$ cat config.mk
export PLATFORM = sky130hd
export DESIGN_NAME = cache_fill_ctrl
export DESIGN_NICKNAME = d
export VERILOG_FILES = /design/src/rtl/cache_fill_ctrl.sv
export SDC_FILE = /design/constraint.sdc
export NUM_CORES = 1
export LEC_CHECK = 0
export ABC_CLOCK_PERIOD_IN_PS = 2200
export BUFFER_PORTS_ARGS = -buffer_cell sky130_fd_sc_hd__buf_2
export CAP_MARGIN = 20
export CORE_AREA = 2 2 132 134
export DETAILED_ROUTE_END_ITERATION = 8
export DIE_AREA = 0 0 134 136
export RECOVER_POWER = 50
export SYNTH_ARGS = -nofsm -noshare
export SYNTH_HDL_FRONTEND = slang
export SYNTH_SLANG_ARGS = --single-unit
$ cat constraint.sdc
create_clock -name clk -period 2.2 [get_ports clk]
set_clock_uncertainty 0.05 [all_clocks]
set_input_delay 0.33 -clock clk [delete_from_list [all_inputs] [get_ports clk]]
set_output_delay 0.33 -clock clk [all_outputs]
set_load 0.005 [all_outputs]
$ cat src/rtl/cache_fill_ctrl.sv
// -----------------------------------------------------------------------------
// cache_fill_ctrl
//
// Refills one cache block after a miss. The block is 8 x 16-bit words. The
// controller requests the 8 words from memory on consecutive cycles and writes
// each returned word into the data array. It then validates the block by
// writing its metadata byte.
//
// Address split (byte address): offset [3:0], index [10:4], tag [15:11].
//
// Ports
//   clk            in   sole clock, rising edge
//   rst            in   asynchronous active-low reset
//   miss_detected  in   miss request, sampled only while idle
//   miss_address   in   byte address of the missing line
//   mem_rd_en      out  memory read strobe, one word per cycle
//   mem_addr       out  word-aligned memory read address
//   mem_data_in    in   returned memory word
//   mem_data_valid in   mem_data_in valid; returns arrive in request order
//   data_wen       out  data-array write strobe
//   data_block_en  out  one-hot data-array block select
//   data_word_en   out  one-hot word select within the block
//   data_out       out  word written to the data array
//   meta_write     out  metadata-array write strobe
//   meta_block_en  out  one-hot metadata-array block select
//   meta_data      out  metadata byte {valid, 2'b00, tag}
//   fsm_busy       out  high while a fill is in progress
//   fill_done      out  one-cycle pulse when the fill completes
// -----------------------------------------------------------------------------
module cache_fill_ctrl (
  input  logic         clk,
  input  logic         rst,
  input  logic         miss_detected,
  input  logic [15:0]  miss_address,
  output logic         mem_rd_en,
  output logic [15:0]  mem_addr,
  input  logic [15:0]  mem_data_in,
  input  logic         mem_data_valid,
  output logic         data_wen,
  output logic [127:0] data_block_en,
  output logic [7:0]   data_word_en,
  output logic [15:0]  data_out,
  output logic         meta_write,
  output logic [127:0] meta_block_en,
  output logic [7:0]   meta_data,
  output logic         fsm_busy,
  output logic         fill_done
);

  typedef enum logic [1:0] {
    S_IDLE = 2'd0,
    S_FILL = 2'd1,
    S_META = 2'd2
  } state_e;

  state_e      state_q, state_d;
  logic [11:0] line_q, line_d;       // latched miss_address[15:4]
  logic [3:0]  req_cnt_q, req_cnt_d; // bit 3 set once all 8 words are requested
  logic [2:0]  ret_cnt_q, ret_cnt_d; // words returned so far in this fill

  logic [6:0]   index;
  logic [4:0]   tag;
  logic [127:0] block_onehot;

  // Index and tag are plain slices of the latched line address.
  assign index        = line_q[6:0];
  assign tag          = line_q[11:7];
  assign block_onehot = 128'd1 << index;

  // NOTE: reset is asynchronous and active-low. All state, including the
  // latched address, is cleared, so the outputs decode to zero straight away.
  always_ff @(posedge clk or negedge rst) begin
    if (!rst) begin
      state_q   <= S_IDLE;
      line_q    <= '0;
      req_cnt_q <= '0;
      ret_cnt_q <= '0;
    end else begin
      // NOTE: sequential state uses non-blocking assignments only. Every
      // register then updates from pre-edge values, whatever the statement
      // order.
      state_q   <= state_d;
      line_q    <= line_d;
      req_cnt_q <= req_cnt_d;
      ret_cnt_q <= ret_cnt_d;
    end
  end

  always_comb begin
    // NOTE: every combinational output and next-state value gets a default
    // first. No path leaves one unassigned, so no latches are inferred.
    state_d       = state_q;
    line_d        = line_q;
    req_cnt_d     = req_cnt_q;
    ret_cnt_d     = ret_cnt_q;
    mem_rd_en     = 1'b0;
    mem_addr      = '0;
    data_wen      = 1'b0;
    data_block_en = '0;
    data_word_en  = '0;
    data_out      = '0;
    meta_write    = 1'b0;
    meta_block_en = '0;
    meta_data     = '0;
    fsm_busy      = 1'b0;
    fill_done     = 1'b0;

    unique case (state_q)
      S_IDLE: begin
        if (miss_detected) begin
          state_d   = S_FILL;
          line_d    = miss_address[15:4];
          req_cnt_d = '0;
          ret_cnt_d = '0;
        end
      end

      S_FILL: begin
        fsm_busy = 1'b1;
        // Requests go out back-to-back from the first FILL cycle.
        if (!req_cnt_q[3]) begin
          mem_rd_en = 1'b1;
          mem_addr  = {line_q, req_cnt_q[2:0], 1'b0};
          req_cnt_d = req_cnt_q + 4'd1;
        end
        // Returns can arrive with any latency or gap. Each one is written
        // through in the same cycle.
        if (mem_data_valid) begin
          data_wen      = 1'b1;
          data_out      = mem_data_in;
          data_word_en  = 8'd1 << ret_cnt_q;
          data_block_en = block_onehot;
          ret_cnt_d     = ret_cnt_q + 3'd1;
          if (ret_cnt_q == 3'd7) begin
            state_d = S_META;
          end
        end
      end

      S_META: begin
        fsm_busy      = 1'b1;
        meta_write    = 1'b1;
        meta_block_en = block_onehot;
        meta_data     = {1'b1, 2'b00, tag};
        fill_done     = 1'b1;
        state_d       = S_IDLE;
      end

      default: begin
        state_d = S_IDLE;
      end
    endcase
  end

endmodule

==> impl_metrics.json, run 1 <==
{
  "period_share_pct": 96.65,
  "placedCellCount": 1046,
  "syn2layout_area_growth_pct": 73.79,
  "fin_crit_ps": 2126,
  "coreArea_mm2": 0.01688,
  "cts.clk_slew.worst_paths_ps": 60,
  "postCtsHoldBufs": 0,
  "cts-buffers-inserted": 3,
  "fill_cells": 1882,
  "hold_slack_ps": 250.3,
  "swShare_pct": 53.69,
  "r2r_end": "line_q[4]",
  "drt_iter0_markers": 313,
  "wl_met2_um": 8463,
  "dp_slack_ps": 97.11,
  "routedWlPerCell_um": 16.18,
  "drt-met1-wl_um": 7482,
  "hp-class": "in -> async",
  "die_area_mm2": 0.01822,
  "routed.top_layer": "met4",
  "drt-pass1-iter-count": 5,
  "outcome": "complete, no violations",
  "pwr-share-seq_pct": 20.1,
  "die_h_um": 136,
  "timing.rr.start": "state_q[1]",
  "pwr_density_cell_mw_per_mm2": 793.5,
  "cp_data_required_time_ps": 1820,
  "grt_max_degree": 31,
  "path_cells": "inv_2 > ha_2 > nor2b_4 > buf_4 > nand3_4 > nor2_1 > buf_2",
  "ant_nets": 0,
  "fin_nets": 891,
  "grt_pass1_wl_um": 23200,
  "synth_area_mm2": 0.003027,
  "dr_total_vias": 4705,
  "r2r_slack_ps": 220,
  "drv_slew": 0,
  "rsz0062_at_grt": "yes",
  "hold_viol": 0,
  "maxCapViolations": 0,
  "ys_warn_count": 0,
  "setup_viol": 0,
  "cp_max_fo": 8,
  "r2r_cells": 6,
  "gp_congestion": 0.7628,
  "cts_tree": "built",
  "tightest_slew_ps": 1190,
  "synth_top_area_share_pct": 32.00,
  "yosysTopAreaCell": "nor2_1",
  "io_buffers": 337,
  "pin_count": 345,
  "peakVddDrop_mv": 0.5681,
  "crit_buf_inv": 3,
  "start_util_pct": 17.93,
  "final_cells": 1067,
  "root_buffer": "clkbuf_16",
  "hpwl_um": 12960,
  "utilization_pct": 31.17,
  "slowest_stage": "dfrtp_2",
  "netlist-cell-type-count": 36,
  "track_usage_pct": 16.26,
  "max_stage_delay_ps": 450,
  "grt_pass1_vias": 3789,
  "cpLargestDelayFamily": "simple AND/OR/NAND/NOR gates",
  "num_antenna_cells": 0,
  "cts_max_level": 1,
  "yosys-top-cells-area": "nor2_1, dfrtp_1, mux2_2, and3_1, ha_1",
  "layout-drive-gt1-share_pct": 50.24,
  "ys_ff_latch": 21,
  "antenna_found_initial": 0,
  "combPwrFrac_pct": 70.5,
  "route.met3.wl_um": 1117,
  "crit_arrival_ps": 1750,
  "power_frac_clock_pct": 9.3,
  "clock_latency_ps": 250,
  "finalWirelength_um": 17270,
  "p_sw_mw": 2.241,
  "endpoint_kind": "primary output",
  "via_per_inst": 4.410,
  "numClockSinks": 21,
  "yosys_most_used_dff": "dfrtp_1",
  "drc": 0,
  "ys_seq_area_share_pct": 17.36,
  "fp-row-count": 48,
  "cts_max_path_buffers": 2,
  "async_reset_ff_share_pct": 100.0,
  "syn_area_per_cell_um2": 5.970,
  "max_slew_margin_pct": 20.69,
  "leakage_nw": 3.013,
  "syn_inst": 507,
  "overflow": 0,
  "die_width_um": 134,
  "synth-edff-count": 0,
  "internal-power_mw": 1.933,
  "critPathLaunchType": "flop",
  "crit_type": "reg -> out",
  "achievable-frequency_mhz": 470.3,
  "fin_ws_ps": 73.69
}
logic make-up (layout without fill, tap and decap cells):
logic type / Yosys count / after routing / share of synthesized area, %
other: 1 / 3 / 0.1239
adders and majority gates: 12 / 12 / 4.961
buffers and inverters: 54 / 386 / 9.466
and+or+nand+nor: 391 / 392 / 59.69
AOI/OAI and AO/OA: 13 / 13 / 2.852
muxes: 15 / 15 / 5.539
DFF: 21 / 21 / 17.36
stage by stage:
step	TNS [ps]	instance area [µm²]	power, mW
global placement	0	4907	3.392
CTS	0	5147	3.988
finish	0	5260	4.174
detailed placement	0	4907	3.423
floorplan	0	3034	2.466
global route	-68.18	5260	4.494
synth_stat cells, types with 3 or more instances:
library cell and instances:
nand3_1 11, a21oi_1 3, inv_1 6, nand4_4 4
and2b_1 5, clkbuf_1 6, nor2b_1 3, nand2_1 33
nand2_2 8, mux2_2 14, nand3_2 3, and3_1 24
nand2b_1 5, ha_1 12, buf_2 28, a22o_1 5
nor2_1 258, and2_1 22, buf_4 13, dfrtp_1 21
o21ai_0 3
area by class of cell:
| class | count | area [µm²] | share of cell area, % |
|---|---|---|---|
| clock buffer | 4 | 78.83 | 1.499 |
| tap | 225 | 281.5 | 5.352 |
| sequential | 21 | 530.5 | 10.09 |
| timing repair buffer | 375 | 1996 | 37.94 |
| inverter | 7 | 26.28 | 0.4995 |
| multi-input combinational | 435 | 2347 | 44.62 |
flip-flops by register name, indices dropped and copies added (netlist names):
| register | flops |
|---|---|
| req_cnt_q | 4 |
| line_q | 12 |
| ret_cnt_q | 3 |
| state_q | 2 |
cell usage in the layout, fill, tap and decap left out, drive strengths merged, types with 5 or more instances in the layout:
cell    instances
buf           363
nor2          260
nand2          41
and3           24
and2           23
dfrtp          21
clkbuf         16
mux2           14
nand3          14
ha             12
and2b           7
inv             7
nand4           6
nand2b          5
a22o            5
nor2b           5
worst max-delay path by stage:
stage	from	end	cells past startpoint
6_report	state_q[0]	meta_block_en[93]	7
5_1_grt	state_q[0]	meta_block_en[9]	7
4_1_cts	state_q[0]	meta_block_en[42]	7
3_5_place_dp	state_q[1]	data_block_en[120]	6
3_3_place_gp	state_q[1]	data_block_en[120]	6
2_1_floorplan	state_q[1]	data_block_en[101]	7
what timing repair did:
action                                  4_1_cts  5_1_grt
endpoints found under the hold margin         0        0
pin swaps                                     2        1
endpoints found under the setup margin      201      210
gates resized for setup                      22       14
cloned                                        0        1
setup buffers                                 7        9
worst reg2reg max path, delay by kind of cell (launching register included):
family / cells / cell delay, ps
buffers and inverters: 3 / 720
muxes: 1 / 420
DFF: 1 / 380
adders and majority gates: 1 / 230
and+or+nand+nor: 1 / 70
routing by layer:
| layer | track usage, % | up-vias |
|---|---|---|
| met5 | 0 | - |
| met4 | 3.191 | 0 |
| met3 | 2.013 | 12 |
| met2 | 28.58 | 229 |
| met1 | 21.43 | 2223 |
| li1 | - | 2241 |
power by group through the flow:
stage / Combinational (mW) / Clock, mW / Sequential (mW)
2_1_floorplan: 1.78 / 0 / 0.690
3_3_place_gp: 2.57 / 0 / 0.824
3_5_place_dp: 2.60 / 0 / 0.827
4_1_cts: 2.75 / 0.400 / 0.842
5_1_grt: 3.19 / 0.414 / 0.885
6_report: 2.94 / 0.390 / 0.839
Power figures use the tool's default switching activity.
==> run 2: changes to the inputs <==
--- a/config.mk
+++ b/config.mk
@@ -8,9 +8,12 @@
 export ABC_CLOCK_PERIOD_IN_PS = 2200
 export BUFFER_PORTS_ARGS = -buffer_cell sky130_fd_sc_hd__buf_2
 export CAP_MARGIN = 20
-export CORE_AREA = 2 2 132 134
+export CELL_PAD_IN_SITES_DETAIL_PLACEMENT = 0
+export CELL_PAD_IN_SITES_GLOBAL_PLACEMENT = 1
+export CORE_AREA = 2 2 134 136
 export DETAILED_ROUTE_END_ITERATION = 8
-export DIE_AREA = 0 0 134 136
+export DIE_AREA = 0 0 136 138
+export PLACE_DENSITY = 0.73
 export RECOVER_POWER = 50
 export SYNTH_ARGS = -nofsm -noshare
 export SYNTH_HDL_FRONTEND = slang
==> impl_metrics.json, run 2 (same netlist as run 1, synthesis figures left out) <==
{
  "outcome": "complete, no violations",
  "die_h_um": 138,
  "hp-class": "in -> async",
  "maxCapViolations": 0,
  "cts.clk_slew.worst_paths_ps": 60,
  "multi_input_area_mm2": 0.002464,
  "power_frac_clock_pct": 9.1,
  "num_antenna_cells": 0,
  "fp-row-count": 49,
  "grt_max_degree": 29,
  "fin_ws_ps": 33.94,
  "final_common_cell": "buf_2",
  "drv_slew": 0,
  "tightest_slew_ps": 1181,
  "numClockSinks": 21,
  "fill_cells": 1961,
  "top_regs": "line_q x12, req_cnt_q x4, ret_cnt_q x3",
  "syn2layout_area_growth_pct": 78.96,
  "seq_area_um2": 529.3,
  "io_buffers": 337,
  "cts_tree": "built",
  "setup_viol": 0,
  "peakVddDrop_mv": 0.6650,
  "fin_nets": 890,
  "root_buffer": "clkbuf_16",
  "critPathLaunchType": "flop",
  "die_area_mm2": 0.01877,
  "clock_latency_ps": 250,
  "largest_register": "line_q",
  "dr_total_vias": 4545,
  "track_usage_pct": 17.27,
  "drt-pass1-iter-count": 4,
  "layout-drive-gt1-share_pct": 52.79,
  "largest_reg_flops": 12,
  "max_slew_margin_pct": 21.26,
  "achievable-frequency_mhz": 461.7,
  "rsz0062_at_grt": "yes",
  "antenna_found_initial": 0,
  "routedWlPerCell_um": 16.82,
  "pin_count": 345,
  "grt_pass1_wl_um": 25390,
  "gp_congestion": 0.8130,
  "via_per_inst": 4.248,
  "r2r_slack_ps": 190,
  "drc": 0,
  "swShare_pct": 54.68,
  "drt_iter0_markers": 297,
  "start_util_pct": 17.26,
  "pwr-share-seq_pct": 20.5,
  "pwr_density_cell_mw_per_mm2": 774.9,
  "hold_viol": 0,
  "final_cells": 1070,
  "crit_type": "reg -> out",
  "combPwrFrac_pct": 70.4,
  "cp_data_required_time_ps": 1820,
  "cts_max_path_buffers": 2,
  "r2r_cells": 6,
  "p_sw_mw": 2.295,
  "coreArea_mm2": 0.01753,
  "tns_ps": 0,
  "period_share_pct": 98.46,
  "dp_slack_ps": 68.70,
  "placedCellCount": 1057,
  "final_cell_mix": "buf_2, nor2_1, nand2_1",
  "grt_pass1_vias": 4101,
  "cts-buffers-inserted": 3,
  "crit_arrival_ps": 1790,
  "r2r_end": "line_q[5]",
  "leakage_nw": 3.058,
  "endpoint_kind": "primary output",
  "ant_nets": 0,
  "cp_max_fo": 7,
  "timing.rr.start": "state_q[1]",
  "cts_max_level": 1,
  "internal-power_mw": 1.902,
  "overflow": 0,
  "die_width_um": 136,
  "postCtsHoldBufs": 0,
  "hpwl_um": 13260,
  "finalWirelength_um": 18000,
  "fin_crit_ps": 2166
}
==> run 2: changes by cell type in the layout (fill, tap and decap cells not counted), sizes merged <==
cell    delta
nand4      +1
clkbuf     -5
buf        +3
==> run 2: how the worst max path moves through the flow <==
| stage | start | end | slack, ps | depth (start not counted) |
|---|---|---|---|---|
| final | state_q[0] | data_block_en[43] | 30 | 6 |
| after global placement | state_q[1] | data_block_en[121] | 90 | 6 |
| after detailed placement | state_q[1] | data_block_en[11] | 70 | 6 |
| after floorplan | state_q[1] | data_block_en[101] | 370 | 7 |
| after global routing | state_q[0] | data_block_en[43] | -50 | 6 |
| after CTS | line_q[2] | meta_block_en[78] | -40 | 4 |
==> run 2: layout make-up <==
| cell class | count | area share [%] |
|---|---|---|
| sequential | 21 | 9.771 |
| tap | 229 | 5.290 |
| inverter | 7 | 0.5313 |
| clock buffer | 4 | 1.455 |
| multi-input combinational | 436 | 45.48 |
| timing repair buffer | 373 | 37.47 |
==> run 2: power by group through the flow <==
stage	clock network (mW)	logic [mW]	registers [mW]
after CTS	0.394	2.81	0.850
after detailed placement	0	2.66	0.822
final	0.381	2.96	0.862
after global routing	0.410	3.24	0.904
after floorplan	0	1.78	0.690
after global placement	0	2.65	0.819
==> run 2: per-stage QoR <==
step | total power [mW] | utilization (%) | hold WS (ps) | instance area, µm²
6_report | 4.197 | 30.89 | 250.0 | 5416
3_5_place_dp | 3.487 | 28.53 | 282.6 | 5002
3_3_place_gp | 3.465 | 28.53 | 272.1 | 5002
4_1_cts | 4.052 | 29.81 | 11.87 | 5228
2_1_floorplan | 2.466 | - | -15.59 | 3034
5_1_grt | 4.552 | 30.89 | 259.0 | 5416
==> run 2: routing by layer <==
metal	global-route usage, %	vias up	part of all wire, %	routed length (µm)
met1	22.13	2074	43	7672
met2	31.31	207	50	9005
met3	1.834	17	6.2	1110
met4	2.961	0	1.2	212
met5	0	-	0	0
li1	-	2247	-	-
==> run 2: repair_timing <==
action | CTS | global route
gates resized for setup | 21 | 42
pin swaps | 2 | 12
setup buffers | 3 | 3
setup endpoints to repair | 224 | 250
cloned | 0 | 3
hold endpoints to repair | 0 | 0
==> run 2: critical path, stage by stage (launching register included) <==
cell	delay, ps
dfrtp_1	470
ha_4	210
and2b_4	220
nand4_4	170
clkbuf_16	230
nor2_1	100
buf_2	130
